**src/rtl/prog_loader.sv**
```systemverilog
// Program loader: assembles 16-bit halfwords into 32-bit instruction words, holds the core in reset until loaded.
// Optional checksum stage enabled by defining LOADER_CHECKSUM_EN.
module prog_loader #(
  parameter int unsigned DEPTH = 16,
  parameter int unsigned AW    = 4
) (
  input  logic          clock,
  input  logic          reset,
  input  logic          start,
  input  logic          s_valid,
  output logic          s_ready,
  input  logic [15:0]   s_data,
  input  logic          s_last,
  input  logic [AW-1:0] fetch_addr,
  output logic [31:0]   fetch_data,
  output logic          core_rst,
  output logic          done,
  output logic          err,
  output logic [AW:0]   word_count
);

  localparam logic [31:0] HALT_OP = 32'hD800_0000;

  localparam logic [2:0] S_IDLE    = 3'd0;
  localparam logic [2:0] S_LOAD_HI = 3'd1;
  localparam logic [2:0] S_LOAD_LO = 3'd2;
  localparam logic [2:0] S_WRITE   = 3'd3;
  localparam logic [2:0] S_DONE    = 3'd4;
  localparam logic [2:0] S_ERROR   = 3'd5;
`ifdef LOADER_CHECKSUM_EN
  localparam logic [2:0] S_CHK     = 3'd6;
`endif

  logic [2:0]  state_q, state_d;
  logic [15:0] hi_q, hi_d;
  logic [15:0] lo_q, lo_d;
  logic        last_q, last_d;
  logic [AW:0] wcount_q, wcount_d;
  logic        s_ready_q, core_rst_q, done_q, err_q;
  logic        mem_we;
  logic        xfer;
`ifdef LOADER_CHECKSUM_EN
  logic [15:0] xsum_q, xsum_d;
`endif

  logic [31:0] mem [DEPTH];

  assign xfer       = s_valid && s_ready_q;
  assign s_ready    = s_ready_q;
  assign core_rst   = core_rst_q;
  assign done       = done_q;
  assign err        = err_q;
  assign word_count = wcount_q;

  // Next-state and datapath updates
  always_comb begin
    state_d  = state_q;
    hi_d     = hi_q;
    lo_d     = lo_q;
    last_d   = last_q;
    wcount_d = wcount_q;
    mem_we   = 1'b0;
`ifdef LOADER_CHECKSUM_EN
    xsum_d   = xsum_q;
`endif
    case (state_q)
      S_IDLE, S_DONE, S_ERROR: begin
        if (start) begin
          wcount_d = '0;
          state_d  = S_LOAD_HI;
`ifdef LOADER_CHECKSUM_EN
          xsum_d   = '0;
`endif
        end
      end
      S_LOAD_HI: begin
        if (xfer) begin
          hi_d    = s_data;
          state_d = s_last ? S_ERROR : S_LOAD_LO;
`ifdef LOADER_CHECKSUM_EN
          xsum_d  = xsum_q ^ s_data;
`endif
        end
      end
      S_LOAD_LO: begin
        if (xfer) begin
          lo_d    = s_data;
          last_d  = s_last;
          state_d = S_WRITE;
`ifdef LOADER_CHECKSUM_EN
          xsum_d  = xsum_q ^ s_data;
`endif
        end
      end
      S_WRITE: begin
        mem_we   = 1'b1;
        wcount_d = wcount_q + (AW+1)'(1);
        if (last_q) begin
`ifdef LOADER_CHECKSUM_EN
          state_d = S_CHK;
`else
          state_d = S_DONE;
`endif
        end else if (wcount_d == (AW+1)'(DEPTH)) begin
          state_d = S_ERROR;
        end else begin
          state_d = S_LOAD_HI;
        end
      end
`ifdef LOADER_CHECKSUM_EN
      S_CHK: begin
        if (xfer) begin
          state_d = (s_data == xsum_q) ? S_DONE : S_ERROR;
        end
      end
`endif
      default: state_d = S_IDLE;
    endcase
  end

  // State and registered status outputs, decoded from the next state
  always_ff @(posedge clock) begin
    if (reset) begin
      state_q    <= S_IDLE;
      hi_q       <= '0;
      lo_q       <= '0;
      last_q     <= 1'b0;
      wcount_q   <= '0;
      s_ready_q  <= 1'b0;
      core_rst_q <= 1'b1;
      done_q     <= 1'b0;
      err_q      <= 1'b0;
`ifdef LOADER_CHECKSUM_EN
      xsum_q     <= '0;
`endif
    end else begin
      state_q    <= state_d;
      hi_q       <= hi_d;
      lo_q       <= lo_d;
      last_q     <= last_d;
      wcount_q   <= wcount_d;
`ifdef LOADER_CHECKSUM_EN
      s_ready_q  <= (state_d == S_LOAD_HI) || (state_d == S_LOAD_LO) || (state_d == S_CHK);
      xsum_q     <= xsum_d;
`else
      s_ready_q  <= (state_d == S_LOAD_HI) || (state_d == S_LOAD_LO);
`endif
      core_rst_q <= (state_d != S_DONE);
      done_q     <= (state_d == S_DONE);
      err_q      <= (state_d == S_ERROR);
    end
  end

  // Instruction memory is not reset; visibility is gated by done and word_count
  always_ff @(posedge clock) begin
    if (!reset && mem_we) begin
      mem[wcount_q[AW-1:0]] <= {hi_q, lo_q};
    end
  end

  always_comb begin
    fetch_data = HALT_OP;
    if (done_q && ({1'b0, fetch_addr} < wcount_q)) begin
      fetch_data = mem[fetch_addr];
    end
  end

endmodule

```
**config.mk**
```make
export PLATFORM = sky130hd
export DESIGN_NAME = prog_loader
export DESIGN_NICKNAME = d
export VERILOG_FILES = /design/src/rtl/prog_loader.sv
export SDC_FILE = /design/constraint.sdc
export NUM_CORES = 1
export LEC_CHECK = 0
export CORE_MARGIN = 4
export CORE_UTILIZATION = 56
export CTS_BUF_LIST = sky130_fd_sc_hd__clkbuf_4 sky130_fd_sc_hd__clkbuf_8
export DETAILED_ROUTE_END_ITERATION = 7
export HOLD_SLACK_MARGIN = 0.08
export PLACE_DENSITY_LB_ADDON = 0.05
export SLEW_MARGIN = 5
export SYNTH_ARGS = -nofsm -noshare
export SYNTH_HDL_FRONTEND = slang
export SYNTH_SLANG_ARGS = --single-unit
```
**constraint.sdc**
```tcl
create_clock -name clock -period 11.4 [get_ports clock]
set_input_delay 1.14 -clock clock [delete_from_list [all_inputs] [get_ports clock]]
set_output_delay 1.14 -clock clock [all_outputs]
set_load 0.05 [all_outputs]
```
==> run metrics <==
crit path max fanout 76; clk buf depth 3; HPWL Detailed roughly 24,000 um; WP data required a little over 10 ns; synthesized cell area 0.0211 mm2; RD Place Congestion roughly 0.74; Seq/Total Area, Yosys 0.772; Starting DRT DRC Count ~980; reg2reg start state_q[0]; Slew Limit Fails 0; Synth cell types 38; Root Buffer clkbuf_8; largest net degree at the start of global routing 77; Tcrit/Tclk final 0.480; Yosys reg bits around 560; most common cell after layout, fill and taps aside edfxtp_1; Synth Area in XOR/XNOR 0.000831; H-tree depth 3; Yosys warning count 0; Final Hold Viols 0; Routed Antenna Nets 0; global-route wire length before repair 71,000 um; Via-to-Cell Ratio 6.14; Max-cap violations 0; largest family of logic cells by synthesized area multiplexers; non-filler instance count after layout about 1,700; Synth Area in Simple Gates 0.0296; Synthesized Nets about 1,100; Rows 70; post-synthesis mux area share 0.137; arrival time at the worst endpoint ~4.3 ns; vias about 11,000; outcome completed; I/O Buffers between 60 and 70; Final min period 5.47 ns; CTS tree yes; met1 WL a little under 20,000 um; relative slew slack 0.242; vias in the first global route around 11,000; Synth Instances about 1,000; Post-CTS Hold Fix Bufs 0; Num CTS Buffers between 80 and 90; CP Launch Type input pin; Max VDD drop ~0.00010 V; Setup violations, final 0; Setup crit end kind output pin; width of the die 202 um; initial antenna violation count 0; min-delay src last_q; fmax between 0.15 and 0.2 GHz; critical path launch point fetch_addr[2]; # Post-CTS Setup Buffers 0; Min-Delay Path Class register to register; DRT Wirelength around 48,000 um; post_cts resized 0; Lkg Pwr 8.27 nW; Slew @ Worst Pin roughly 1.1 ns; RSZ-0062 raised after global routing no; layout cell share with drive strength beyond 1 0.260; worst skew pair latency 0.63 ns; CP Class input pin to output pin; worst hold margin 0.506 ns; final net count 1,196; GR Util All Layers 0.238; n_diodes 0; clock-pin slew on the worst setup and hold paths 0.05 ns; Area growth syn-to-layout 14.5%; Synth Area in Compound Gates 0.0435; Avg WL per Cell ~28 um; most frequent cells in the layout edfxtp_1 (512), mux4_2 (128), clkbuf_8 (97); Core Area approximately 0.037 mm2; drt first pass iters 5; setup TNS 0 ns; DIE AREA 0.0408 mm2; Initial Util 0.572; routed wl met2 approximately 23,000 um; Top Ports 66; Synth Area in Adders 0.00416; Post-Place Cells 1,579; total gr overflow 0; Clock Skews roughly 0.028 ns; DRC viols 0; Syn Area/Cell about 20 um2; CTS sink count ~560; top routing layer in use met4; detailed-routed wire length on met3 around 3700 um; PwrDens about 160 mW/mm2; die height 202 um
## through the flow
step	cell area (um2)	setup WS, ns	util	total power, mW
2_1_floorplan	21100	7.11	-	2.33
3_3_place_gp	22400	5.93	0.609	2.37
3_5_place_dp	22400	5.95	0.609	2.37
4_1_cts	24100	5.92	0.655	3.98
5_1_grt	24100	5.76	0.655	4.10
6_report	24100	5.93	0.655	3.95
## kinds of logic (layout without fill, tap and decap cells)
family          count (synthesis)  in the layout
buf+inv                        66            252
simple gates                  139            139
fa+ha+maj                       7              7
flops                         557            557
mux                           128            128
xor+xnor                        2              2
compound gates                146            146
## final cells by class
type,instances,area [um2]
Sequential cell,557,16300
Fill cell,2520,12700
Multi-Input combinational cell,422,4670
Clock buffer,121,1510
Timing Repair Buffer,90,838
Tap cell,504,631
Clock inverter,35,188
Inverter,6,22.5
## synthesized netlist by cell type
master | count | area, um2
clkbuf_1 | 44 | 165
and3_1 | 1 | 6.26
dfxtp_1 | 45 | 901
a22oi_1 | 65 | 488
nand2_1 | 80 | 300
edfxtp_1 | 512 | 15400
or3_1 | 1 | 6.26
nor3_1 | 7 | 35.0
xnor2_1 | 2 | 17.5
mux4_2 | 128 | 2880
o22a_1 | 1 | 8.76
nor2b_1 | 4 | 25.0
a21oi_2 | 1 | 8.76
inv_1 | 5 | 18.8
a21oi_1 | 68 | 340
and2_1 | 2 | 12.5
o21ai_0 | 5 | 25.0
nor4_2 | 1 | 12.5
nand2b_1 | 3 | 18.8
or2_4 | 1 | 8.76
a21boi_0 | 1 | 7.51
buf_2 | 13 | 65.1
inv_2 | 1 | 3.75
a21o_1 | 2 | 15.0
nand4_1 | 1 | 6.26
buf_4 | 2 | 15.0
or4_4 | 1 | 11.3
o21ai_1 | 1 | 5.00
nand2b_4 | 1 | 13.8
nor2_1 | 26 | 97.6
a221oi_1 | 2 | 17.5
nand3_1 | 4 | 20.0
nor3_2 | 1 | 10.0
and2b_1 | 1 | 7.51
nand3b_1 | 3 | 22.5
ha_1 | 7 | 87.6
buf_1 | 1 | 3.75
nand4b_1 | 1 | 8.76
## critical path, cell delays in order
cell             delay [ns]
buf_6                  0.60
buf_4                  0.78
mux4_2                 0.35
a22oi_1                0.09
a21oi_1                0.38
clkdlybuf4s50_1        0.89
## registers in the layout (all words and copies together), names as in the netlist
register / flops
state_q: 3
s_ready: 1
mem: 512
hi_q: 16
last_q: 1
err: 1
word_count: 5
lo_q: 16
core_rst: 1
done: 1
## where the power goes
group	switching (mW)	internal (mW)	leakage, nW	total (mW)
clock	0.739	0.877	0.904	1.62
combinational	0.0649	0.0528	1.60	0.118
sequential	0.00719	2.21	5.76	2.21
total	0.811	3.14	8.27	3.95
## worst paths after layout
path         cells past startpoint  slack, ns              to
max                              6       5.93  fetch_data[23]
min                              2       0.51          last_q
max reg2reg                      6       8.41     mem[13][24]
min reg2reg                      2       0.51          last_q
## metal layers
| metal | vias up | GRT usage |
|---|---|---|
| li1 | 4547 | - |
| met1 | 5580 | 0.344 |
| met2 | 458 | 0.382 |
| met3 | 68 | 0.0460 |
| met4 | 0 | 0.0657 |
| met5 | - | 0 |
Note: power is estimated with default switching activity, not from simulation.
